$ cat src/rtl/ntsc_timing_ctrl.sv
// NTSC horizontal/vertical timing generator feeding the chroma/luma datapath.
// Outputs are pipelined so active_dly/cb_dly line up with luma valid and luma_sync_d2 trails them by two clocks.
module ntsc_timing_ctrl #(
   parameter int unsigned H_TOTAL   = 2034,
   parameter int unsigned H_SYNC    = 150,
   parameter int unsigned H_BROAD   = 867,
   parameter int unsigned BURST_ST  = 170,
   parameter int unsigned BURST_LEN = 80,
   parameter int unsigned ACT_ST    = 300,
   parameter int unsigned ACT_LEN   = 1664,
   parameter int unsigned V_TOTAL   = 262,
   parameter int unsigned V_ACT_ST  = 20,
   parameter int unsigned V_ACT_LEN = 240,
   parameter int unsigned BLANK_LVL = 4
) (
   input  logic        clk_2x,
   input  logic        reset,
   input  logic        enable,
   input  logic [3:0]  luma,
   output logic        pix_req,
   output logic [10:0] pix_x,
   output logic [7:0]  pix_y,
   output logic        active_dly,
   output logic        cb_dly,
   output logic [3:0]  luma_sync_d2,
   output logic        frame_start,
   output logic [10:0] hcount,
   output logic [8:0]  vcount
);

   localparam int unsigned HW     = 11;
   localparam int unsigned VW     = 9;
   localparam int unsigned YW     = 8;
   localparam int unsigned LW     = 4;
   localparam int unsigned H_EQ   = H_SYNC / 2;
   localparam int unsigned H_HALF = H_TOTAL / 2;

   if (BURST_ST + BURST_LEN > ACT_ST) begin : g_window_overlap
      $error("burst window overlaps active window");
   end

   logic          eq_line;
   logic          vs_line;
   logic          act_line;
   logic          sync_lo;
   logic          burst_win;
   logic          act_win;
   logic [HW-1:0] hcount_nxt;
   logic [VW-1:0] vcount_nxt;
   logic          burst_s0;
   logic          sync_s0;
   logic          sync_s1;
   logic [LW-1:0] level_nxt;
   logic [LW-1:0] level_s2;

   // Line type and window decode for the current counter position
   always_comb begin
      eq_line  = (vcount <= VW'(2)) || ((vcount >= VW'(6)) && (vcount <= VW'(8)));
      vs_line  = (vcount >= VW'(3)) && (vcount <= VW'(5));
      act_line = (vcount >= VW'(V_ACT_ST)) && (vcount < VW'(V_ACT_ST + V_ACT_LEN));
      if (eq_line) begin
         sync_lo = (hcount < HW'(H_EQ)) ||
                   ((hcount >= HW'(H_HALF)) && (hcount < HW'(H_HALF + H_EQ)));
      end else if (vs_line) begin
         sync_lo = (hcount < HW'(H_BROAD)) ||
                   ((hcount >= HW'(H_HALF)) && (hcount < HW'(H_HALF + H_BROAD)));
      end else begin
         sync_lo = (hcount < HW'(H_SYNC));
      end
      burst_win = !eq_line && !vs_line &&
                  (hcount >= HW'(BURST_ST)) && (hcount < HW'(BURST_ST + BURST_LEN));
      act_win   = act_line &&
                  (hcount >= HW'(ACT_ST)) && (hcount < HW'(ACT_ST + ACT_LEN));
   end

   always_comb begin
      hcount_nxt = hcount;
      vcount_nxt = vcount;
      if (enable) begin
         if (hcount == HW'(H_TOTAL - 1)) begin
            hcount_nxt = '0;
            vcount_nxt = (vcount == VW'(V_TOTAL - 1)) ? '0 : vcount + VW'(1);
         end else begin
            hcount_nxt = hcount + HW'(1);
         end
      end
      // Sync tip wins over active video; everything else is blank level
      if (sync_s1) begin
         level_nxt = '0;
      end else if (active_dly) begin
         level_nxt = luma;
      end else begin
         level_nxt = LW'(BLANK_LVL);
      end
   end

   always_ff @(posedge clk_2x) begin
      if (reset) begin
         hcount      <= '0;
         vcount      <= '0;
         pix_req     <= 1'b0;
         pix_x       <= '0;
         pix_y       <= '0;
         frame_start <= 1'b0;
         burst_s0    <= 1'b0;
         sync_s0     <= 1'b0;
      end else begin
         hcount      <= hcount_nxt;
         vcount      <= vcount_nxt;
         pix_req     <= enable && act_win;
         pix_x       <= (enable && act_win) ? hcount - HW'(ACT_ST) : '0;
         pix_y       <= (enable && act_win) ? YW'(vcount - VW'(V_ACT_ST)) : '0;
         frame_start <= enable && (hcount == '0) && (vcount == '0);
         burst_s0    <= enable && burst_win;
         sync_s0     <= enable && sync_lo;
      end
   end

   // S1..S3: flags travel with the data so every output stays aligned
   always_ff @(posedge clk_2x) begin
      if (reset) begin
         active_dly   <= 1'b0;
         cb_dly       <= 1'b0;
         sync_s1      <= 1'b0;
         level_s2     <= '0;
         luma_sync_d2 <= '0;
      end else begin
         active_dly   <= pix_req;
         cb_dly       <= burst_s0;
         sync_s1      <= sync_s0;
         level_s2     <= level_nxt;
         luma_sync_d2 <= level_s2;
      end
   end

endmodule
$ cat config.mk
export PLATFORM = sky130hd
export DESIGN_NAME = ntsc_timing_ctrl
export DESIGN_NICKNAME = d
export VERILOG_FILES = /design/src/rtl/ntsc_timing_ctrl.sv
export SDC_FILE = /design/constraint.sdc
export NUM_CORES = 1
export LEC_CHECK = 0
export CORE_MARGIN = 4
export CORE_UTILIZATION = 23
export CTS_CLUSTER_DIAMETER = 100
export DETAILED_ROUTE_END_ITERATION = 8
export REMOVE_ABC_BUFFERS = 1
export SLEW_MARGIN = 20
export SYNTH_ARGS = -nofsm -noshare
export SYNTH_HDL_FRONTEND = slang
export SYNTH_SLANG_ARGS = --single-unit
$ cat constraint.sdc
create_clock -name clk_2x -period 2.4 [get_ports clk_2x]
set_input_delay 0.48 -clock clk_2x [delete_from_list [all_inputs] [get_ports clk_2x]]
set_output_delay 0.48 -clock clk_2x [all_outputs]
set_load 0.03 [all_outputs]
==> results of run 1 <==
metrics by stage:
stage / utilization (%) / hold WS [ps]
finish: 31.2 / 456
detailed placement: 30.1 / 435
global route: 31.2 / 471
floorplan: - / 414
global placement: 30.1 / 420
CTS: 31.2 / 459
power by group:
part,internal [mW],switching (mW),total [mW]
Combinational,0.0406,0.0508,0.0913
Sequential,0.904,0.00401,0.908
Clock,0.316,0.310,0.627
cell usage in the layout, fill, tap and decap left out, types with 2 or more instances in the layout:
cell type,n
xor2_1,6
a21oi_1,9
a211oi_1,4
xnor2_1,21
a22oi_1,2
o21ai_0,6
a21o_1,2
clkbuf_8,5
dfxtp_1,54
nand2_1,20
clkdlybuf4s50_1,53
nand2b_1,5
nand3_1,9
nor2_1,48
nor3_1,8
nor2b_1,7
ha_1,14
buf_4,14
and3_1,3
a2111oi_0,2
nand4_1,7
nor4_1,4
or3_1,3
inv_1,15
per-layer routing:
metal / global-route usage (%) / up-vias
li1: - / 1100
met5: 0 / -
met1: 12.5 / 1034
met4: 4.17 / 0
met2: 16.4 / 54
met3: 2.09 / 7
synth_stat cells (7+ instances only):
cell type / count
nand4_1: 7
clkbuf_1: 11
nor3_1: 8
nor2b_1: 7
a21oi_1: 9
nand2_1: 20
nand3_1: 9
inv_1: 15
xnor2_1: 21
nor2_1: 48
ha_1: 14
buf_2: 9
dfxtp_1: 54
worst min path at each step:
stage                start              end  slack [ps]
6_report           sync_s0          sync_s1         460
5_1_grt           burst_s0           cb_dly         470
4_1_cts            sync_s0          sync_s1         460
3_5_place_dp   level_s2[0]  luma_sync_d2[0]         430
3_3_place_gp   level_s2[2]  luma_sync_d2[2]         420
2_1_floorplan     burst_s0           cb_dly         410
registers in the layout, indices dropped and copies added (netlist names), 4 cells and up:
register,count
hcount,11
pix_x,11
level_s2,4
vcount,9
luma_sync_d2,4
pix_y,8
cell families after synthesis:
logic type / count (synthesis) / share of synthesized area [%]
AOI/OAI and AO/OA: 39 / 10.6
xor gates and xnor gates: 27 / 9.29
adders and majority gates: 14 / 6.88
buffers and inverters: 36 / 5.75
DFF: 54 / 42.5
muxes: 1 / 0.393
and+or+nand+nor: 125 / 24.6
cell type report:
cell class,count,share of cell area [%]
Clock buffer,5,2.03
Multi-Input combinational cell,206,39.0
Inverter,15,1.66
Timing Repair Buffer,67,18.8
Sequential cell,54,32.0
Tap cell,140,5.18
Clock inverter,3,1.41
worst register-to-register path, cell delays in order (launching register included):
cell and delay, ps:
dfxtp_1 420, inv_1 210, ha_1 220, nand3_1 90
or3_1 480, nor4_4 320, xnor2_1 160, nor2_2 40
==> results.toml, run 1 <==
[run_status]
status = "completed"

[critical_path]
cp_num_cells = 1
crit_start = "hcount[2]"
criticalPathCategory = "reg2out"
end_kind = "primary output"
critPathBufInv = 1
critPathArrivalTime_ps = 1660
r2r-start = "hcount[3]"
path_delay_family = "buffers and inverters"
timing.rr.end = "vcount[7]"
cp_slowest_cell = "clkdlybuf4s50_1"
cp.required_ps = 1920
setup.worst_path.end = "hcount[2]"
r2r_cells = 7
worstPathCellList = "clkdlybuf4s50_1"
critPathMaxStageDelay_ps = 760
crit_fanout = 11
r2r_slack_ps = 360
critical_path.startpoint_type = "flip-flop"

[clock_network]
cts_tree = "built"
cts_resized = 0
clockBufferDepth = 2
cts_max_level = 2
cts_buffers = 5
path_clk_slew_ps = 100
hold_buffers = 0
clock_latency_ps = 310
cts.sinks = 54
ctsRootBufferMaster = "clkbuf_8"
post_cts_buffers = 0

[routing]
top_layer_used = "met4"
wl_per_cell_um = 12.8
met1_length_um = 2860
wl_um = 6290
drt_iter0_drc = 167
vias_per_cell = 4.48
detail-route-antenna-nets = 0
drtPass1Iterations = 4
met2_length_um = 3010
drc = 0
route.met3.wl_um = 332
dr_total_vias = 2195

[floorplanning]
ios = 54
die_h_um = 113
start_util_pct = 23.5
core_area_mm2 = 0.0108
die-area_mm2 = 0.0128
rows = 38
die_width_um = 113

[sta]
min_period_ps = 2140
setup_ws_ps = 264
worstMarginPinSlew_ps = 518
rsz0062_at_grt = "false"
finalHoldViolCount = 0
skew_ps = 5.95
relSlewSlack_pct = 65.2
setup-violations-final = 0
slew_violations = 0
final.period_utilization_pct = 89.0
timing.fmax_mhz = 468
fin_tns_setup_ps = 0

[placement]
io_buffers = 53
pre_cts_ws_ps = 215
placed_cell_area_mm2 = 0.00327
place_inst = 482
gp_congestion = 0.825
dpl.hpwl_um = 4750

[finish]
syn_to_final_growth_pct = 32.9
instances_no_fill = 490
drive_above_1_share_pct = 7.71
nets = 370
seq_area_mm2 = 0.00108
final_area_mm2 = 0.00338
n_fill_cell = 1147
multi_input_area_mm2 = 0.00132
antenna_cells = 0

[run]
drv_cap = 0

[grt]
grt_pass1_vias = 2108
grt-ovfl-total = 0
track_usage_pct = 9.89
antenna_found_initial = 0
grt_max_degree = 19
grt_pass1_wl_um = 10400

[yosys]
synth_cells = 296
synthArstFlopShare_pct = 0
synth_edf_count = 0
synth_warnings = 0
ys_ff_latch = 54
syn_area_mm2 = 0.00254
synth_top_area_cell = "dfxtp_1"
synth_top_area_share_pct = 42.5
ys.flop_type = "dfxtp_1"
synth_area_leaders = "dfxtp_1 (42%), xnor2_1 (7.2%), nor2_1 (7.1%)"
avgSynthCellArea_um2 = 8.60
ys_types = 50
ys_seq_area_share_pct = 42.5

[power_and_ir_drop]
p_total_mw = 1.63
max-vdd-ir-drop_v = 0.000195
p_leak_nw = 1.30
power.density_mw_per_mm2 = 481

[min_path]
hold_depth = 1
min_path_type = "reg2reg"
Power figures use the tool's default switching activity.
==> inputs of run 2 (changes only) <==
--- a/config.mk
+++ b/config.mk
@@ -7,7 +7,8 @@
 export LEC_CHECK = 0
 export CORE_MARGIN = 4
-export CORE_UTILIZATION = 23
+export CORE_UTILIZATION = 50
 export CTS_CLUSTER_DIAMETER = 100
 export DETAILED_ROUTE_END_ITERATION = 8
+export PLACE_DENSITY = 0.79
 export REMOVE_ABC_BUFFERS = 1
 export SLEW_MARGIN = 20
==> constraint.sdc (replaced) <==
create_clock -name clk_2x -period 2 [get_ports clk_2x]
set_input_delay 0.4 -clock clk_2x [delete_from_list [all_inputs] [get_ports clk_2x]]
set_output_delay 0.4 -clock clk_2x [all_outputs]
set_load 0.01 [all_outputs]
==> run 2 against run 1 <==
Non-clock buffer count increased by 16. Highest routed layer unchanged. Largest cell class unchanged. First-iteration DRC count is 17% higher. Clock skew grew 4.7 ps. Sequential power increased by 20%.
==> results.toml, run 2 (synthesis gave the netlist of run 1 again) <==
[finish]
antenna_cells = 0
syn_to_final_growth_pct = 34.0
final_common_cell = "clkdlybuf4s50_1"
most-common-layout-cells = "clkdlybuf4s50_1 (53), dfxtp_1 (52), nor2_1 (48)"
instances_no_fill = 433
drive_above_1_share_pct = 12.3
postLayoutCoreUtil_pct = 70.8
nets = 386
top_regs = "hcount x11, pix_x x11, vcount x9"

[floorplanning]
core_area_mm2 = 0.00482
die-area_mm2 = 0.00630
ios = 54
start_util_pct = 52.8
rows = 25
die_width_um = 79.3
die_h_um = 79.3

[clock_network]
hold_buffers = 0
ctsRootBufferMaster = "clkbuf_8"
cts_buffers = 5
clockBufferDepth = 2
cts_max_level = 2
cts_tree = "built"
path_clk_slew_ps = 90
cts.sinks = 54
clock_latency_ps = 300

[routing]
drt_iter0_drc = 196
top_layer_used = "met4"
drc = 0
detail-route-antenna-nets = 0
met2_length_um = 2770
route.met3.wl_um = 486
drtPass1Iterations = 4
met1_length_um = 2670
wl_um = 6070
vias_per_cell = 5.26
wl_per_cell_um = 14.0
dr_total_vias = 2279

[critical_path]
timing.rr.end = "vcount[7]"
r2r_cells = 7
criticalPathCategory = "reg2out"
r2r_slack_ps = 160
worstPathCellList = "buf_4 -> clkdlybuf4s50_1"
critPathMaxStageDelay_ps = 540
path_delay_family = "buffers and inverters"
cp.required_ps = 1600
critPathBufInv = 2
critPathArrivalTime_ps = 1500
crit_fanout = 5
critical_path.startpoint_type = "flip-flop"
cp_slowest_cell = "clkdlybuf4s50_1"
end_kind = "primary output"
r2r-start = "hcount[3]"

[sta]
slew_violations = 0
holdWs_ps = 439
finalHoldViolCount = 0
timing.fmax_mhz = 527
relSlewSlack_pct = 72.7
min_period_ps = 1900
skew_ps = 10.6
rsz0062_at_grt = "false"
worstMarginPinSlew_ps = 399
final.period_utilization_pct = 94.8
setup-violations-final = 0

[grt]
antenna_found_initial = 0
grt_pass1_wl_um = 10300
grt_max_degree = 21
track_usage_pct = 20.5
grt_pass1_vias = 2138
grt-ovfl-total = 0

[min_path]
min_path_type = "reg2reg"
hold-path-endpoint = "luma_sync_d2[1]"
hold_depth = 1
min-delay-start = "level_s2[1]"

[placement]
io_buffers = 53
dpl.hpwl_um = 4460
place_inst = 425
gp_congestion = 0.864

[power_and_ir_drop]
p_leak_nw = 1.38
max-vdd-ir-drop_v = 0.000318
power.density_mw_per_mm2 = 526

[run]
drv_cap = 0

[run_status]
status = "completed"
==> run 2: cell type report <==
class	count	area, um^2
Multi-Input combinational cell	206	1320
Clock buffer	7	86.3
Tap cell	67	83.8
Clock inverter	1	5.00
Inverter	15	56.3
Sequential cell	54	1080
Fill cell	381	1410
Timing Repair Buffer	83	772
==> run 2: where the power goes <==
group	internal, mW	switching, mW
Combinational	0.0533	0.0526
Sequential	1.08	0.00381
Clock	0.279	0.320
==> run 2: per-layer routing <==
metal	global-route usage, %	up-vias
met5	0	-
met4	7.56	0
met3	4.99	15
met2	32.2	107
met1	27.4	1026
li1	-	1131
==> run 2: per-stage QoR <==
stage          TNS [ps]  worst slack [ps]  total power, mW  cell area, um^2
3_5_place_dp       -311             -84.2             1.22             3310
4_1_cts               0               119             1.81             3400
2_1_floorplan         0              17.9             1.16             2450
5_1_grt               0              19.8             1.88             3410
3_3_place_gp       -162             -66.9             1.22             3310
6_report              0               103             1.79             3410
==> run 2: how the worst max path moves through the flow <==
stage,from,to,slack (ps),cells past startpoint
after floorplan,hcount[4],pix_x[10],20,4
after global placement,enable,vcount[7],-70,6
after detailed placement,enable,vcount[7],-80,6
after CTS,vcount[2],sync_s0,120,7
after global routing,hcount[1],vcount[5],20,7
final,hcount[3],hcount[3],100,2
==> run 2: what timing repair did <==
action                                  CTS  global route
setup buffers                             0             0
endpoints found under the setup margin    0            21
gates resized for setup                   0             5
==> inputs of run 3 (changes only) <==
- SETUP_SLACK_MARGIN: default -> 0.4
- SKIP_CTS_REPAIR_TIMING: default -> 1
- clock period: 2 -> 1.8 ns (I/O delays scaled with it)
==> run 3 against run 2 <==
Clock power rose by 19%. The run now ends with negative setup slack left. Clock-buffer cell count fell by 2. Global-route usage rose by 0.24 points. Design area rose by 21%. Register-to-register slack got worse by 300 ps. Sequential share of layout area fell by 4.6 points. Critical path type is now reg2reg.
==> results.toml, run 3 (synthesis gave the netlist of run 1 again) <==
[run_status]
violations = "negative setup slack"
status = "finished with violations"

[sta]
finalHoldViolCount = 0
fin_tns_setup_ps = -196
worstMarginPinSlew_ps = 360
setup_ws_ps = -139
slew_violations = 0
final.period_utilization_pct = 108
rsz0062_at_grt = "true"
setup-violations-final = 3
holdWs_ps = 461
skew_ps = 13.8
timing.fmax_mhz = 516
min_period_ps = 1940
relSlewSlack_pct = 75.4

[routing]
drtPass1Iterations = 5
wl_per_cell_um = 20.1
dr_total_vias = 2803
detail-route-antenna-nets = 0
drt_iter0_drc = 272
vias_per_cell = 5.91
wl_um = 9530
drc = 0

[clock_network]
cts.sinks = 54
clockBufferDepth = 2
cts_buffers = 5
clock_latency_ps = 320
path_clk_slew_ps = 100
cts_max_level = 2
ctsRootBufferMaster = "clkbuf_8"
cts_tree = "built"

[critical_path]
r2r-start = "hcount[5]"
critical_path.startpoint_type = "flip-flop"
crit_fanout = 6
r2r_slack_ps = -140
criticalPathCategory = "reg2reg"
end_kind = "flip-flop"
cp.required_ps = 2010
critPathArrivalTime_ps = 2150
r2r_cells = 8
timing.rr.end = "sync_s0"

[power_and_ir_drop]
power_frac_seq_pct = 58.2
p_int_mw = 1.55
clkPwrFrac_pct = 34.5
p_sw_mw = 0.515
p_leak_nw = 2.40
swShare_pct = 24.9
p_total_mw = 2.07
max-vdd-ir-drop_v = 0.000407
pwr-share-comb_pct = 7.4
power.density_mw_per_mm2 = 501

[floorplanning]
die-area_mm2 = 0.00630
die_h_um = 79.3
core_area_mm2 = 0.00482
start_util_pct = 52.8
rows = 25
ios = 54
die_width_um = 79.3

[grt]
antenna_found_initial = 0
track_usage_pct = 20.8
grt_util_met2_pct = 34.3
grtUsageMet1_pct = 27.3
grt_pass1_vias = 2189
gr-usage-met3_pct = 3.74
grt_pass1_wl_um = 10400
grt_max_degree = 21
grt-ovfl-total = 0
busiest_layer = "met2"

[placement]
placed_cell_area_mm2 = 0.00342
pre_cts_ws_ps = -286
io_buffers = 53
gp_congestion = 0.908
place_inst = 438
dpl.hpwl_um = 4760

[finish]
postLayoutCoreUtil_pct = 85.8
syn_to_final_growth_pct = 62.3
nets = 427
instances_no_fill = 474
n_fill_cell = 256
drive_above_1_share_pct = 35.4
top_regs = "hcount x11, pix_x x11, vcount x9"
final_area_mm2 = 0.00413
final_common_cell = "buf_4"
antenna_cells = 0
most-common-layout-cells = "buf_4 (50), nor2_1 (46), dlymetal6s2s_1 (40)"

[run]
drv_cap = 0

[min_path]
hold_depth = 1
min_path_type = "reg2reg"
hold-path-endpoint = "cb_dly"
min-delay-start = "burst_s0"
## run 3: cell types whose count changed in the layout (fill, tap and decap cells not counted), sizes merged
cell,previous run,this run
dlymetal6s2s,0,40
buf,30,69
clkbuf,7,14
or3,3,4
clkdlybuf4s50,53,5
inv,15,16
clkinvlp,0,1
## run 3: power by group through the flow
stage	Sequential, mW	Combinational, mW	Clock (mW)
5_1_grt	1.20	0.161	0.765
2_1_floorplan	1.25	0.0372	0
6_report	1.20	0.152	0.714
3_5_place_dp	1.24	0.120	0
3_3_place_gp	1.24	0.118	0
4_1_cts	1.21	0.120	0.702
## run 3: cell type report
type                            instances  area [um^2]  area share [%]
Multi-Input combinational cell        207         1540            37.2
Timing Repair Buffer                  123         1230            29.9
Sequential cell                        54         1120            27.2
Tap cell                               67         83.8            2.03
Clock buffer                            5         68.8            1.67
Inverter                               15         58.8            1.42
Clock inverter                          3         25.0           0.606
## run 3: how the worst max path moves through the flow
| stage | startpoint | to | slack, ps | depth (start not counted) |
|---|---|---|---|---|
| 2_1_floorplan | hcount[4] | pix_x[10] | -180 | 4 |
| 3_3_place_gp | enable | vcount[7] | -220 | 6 |
| 3_5_place_dp | enable | vcount[7] | -290 | 6 |
| 4_1_cts | vcount[2] | pix_x[6] | -160 | 7 |
| 5_1_grt | hcount[5] | sync_s0 | -180 | 8 |
| 6_report | hcount[5] | sync_s0 | -140 | 8 |
## run 3: critical path: stages (launching register included)
cell	delay, ps
dfxtp_2	350
buf_6	130
buf_4	150
nor2_1	130
buf_4	140
a31oi_1	100
o41ai_1	310
o21ai_0	180
a211oi_1	340
## run 3: metal layers
metal  part of all wire, %  wire (um)
met1                    39       3700
met5                     0          0
met4                   4.6        438
met3                   9.0        855
met2                    48       4540
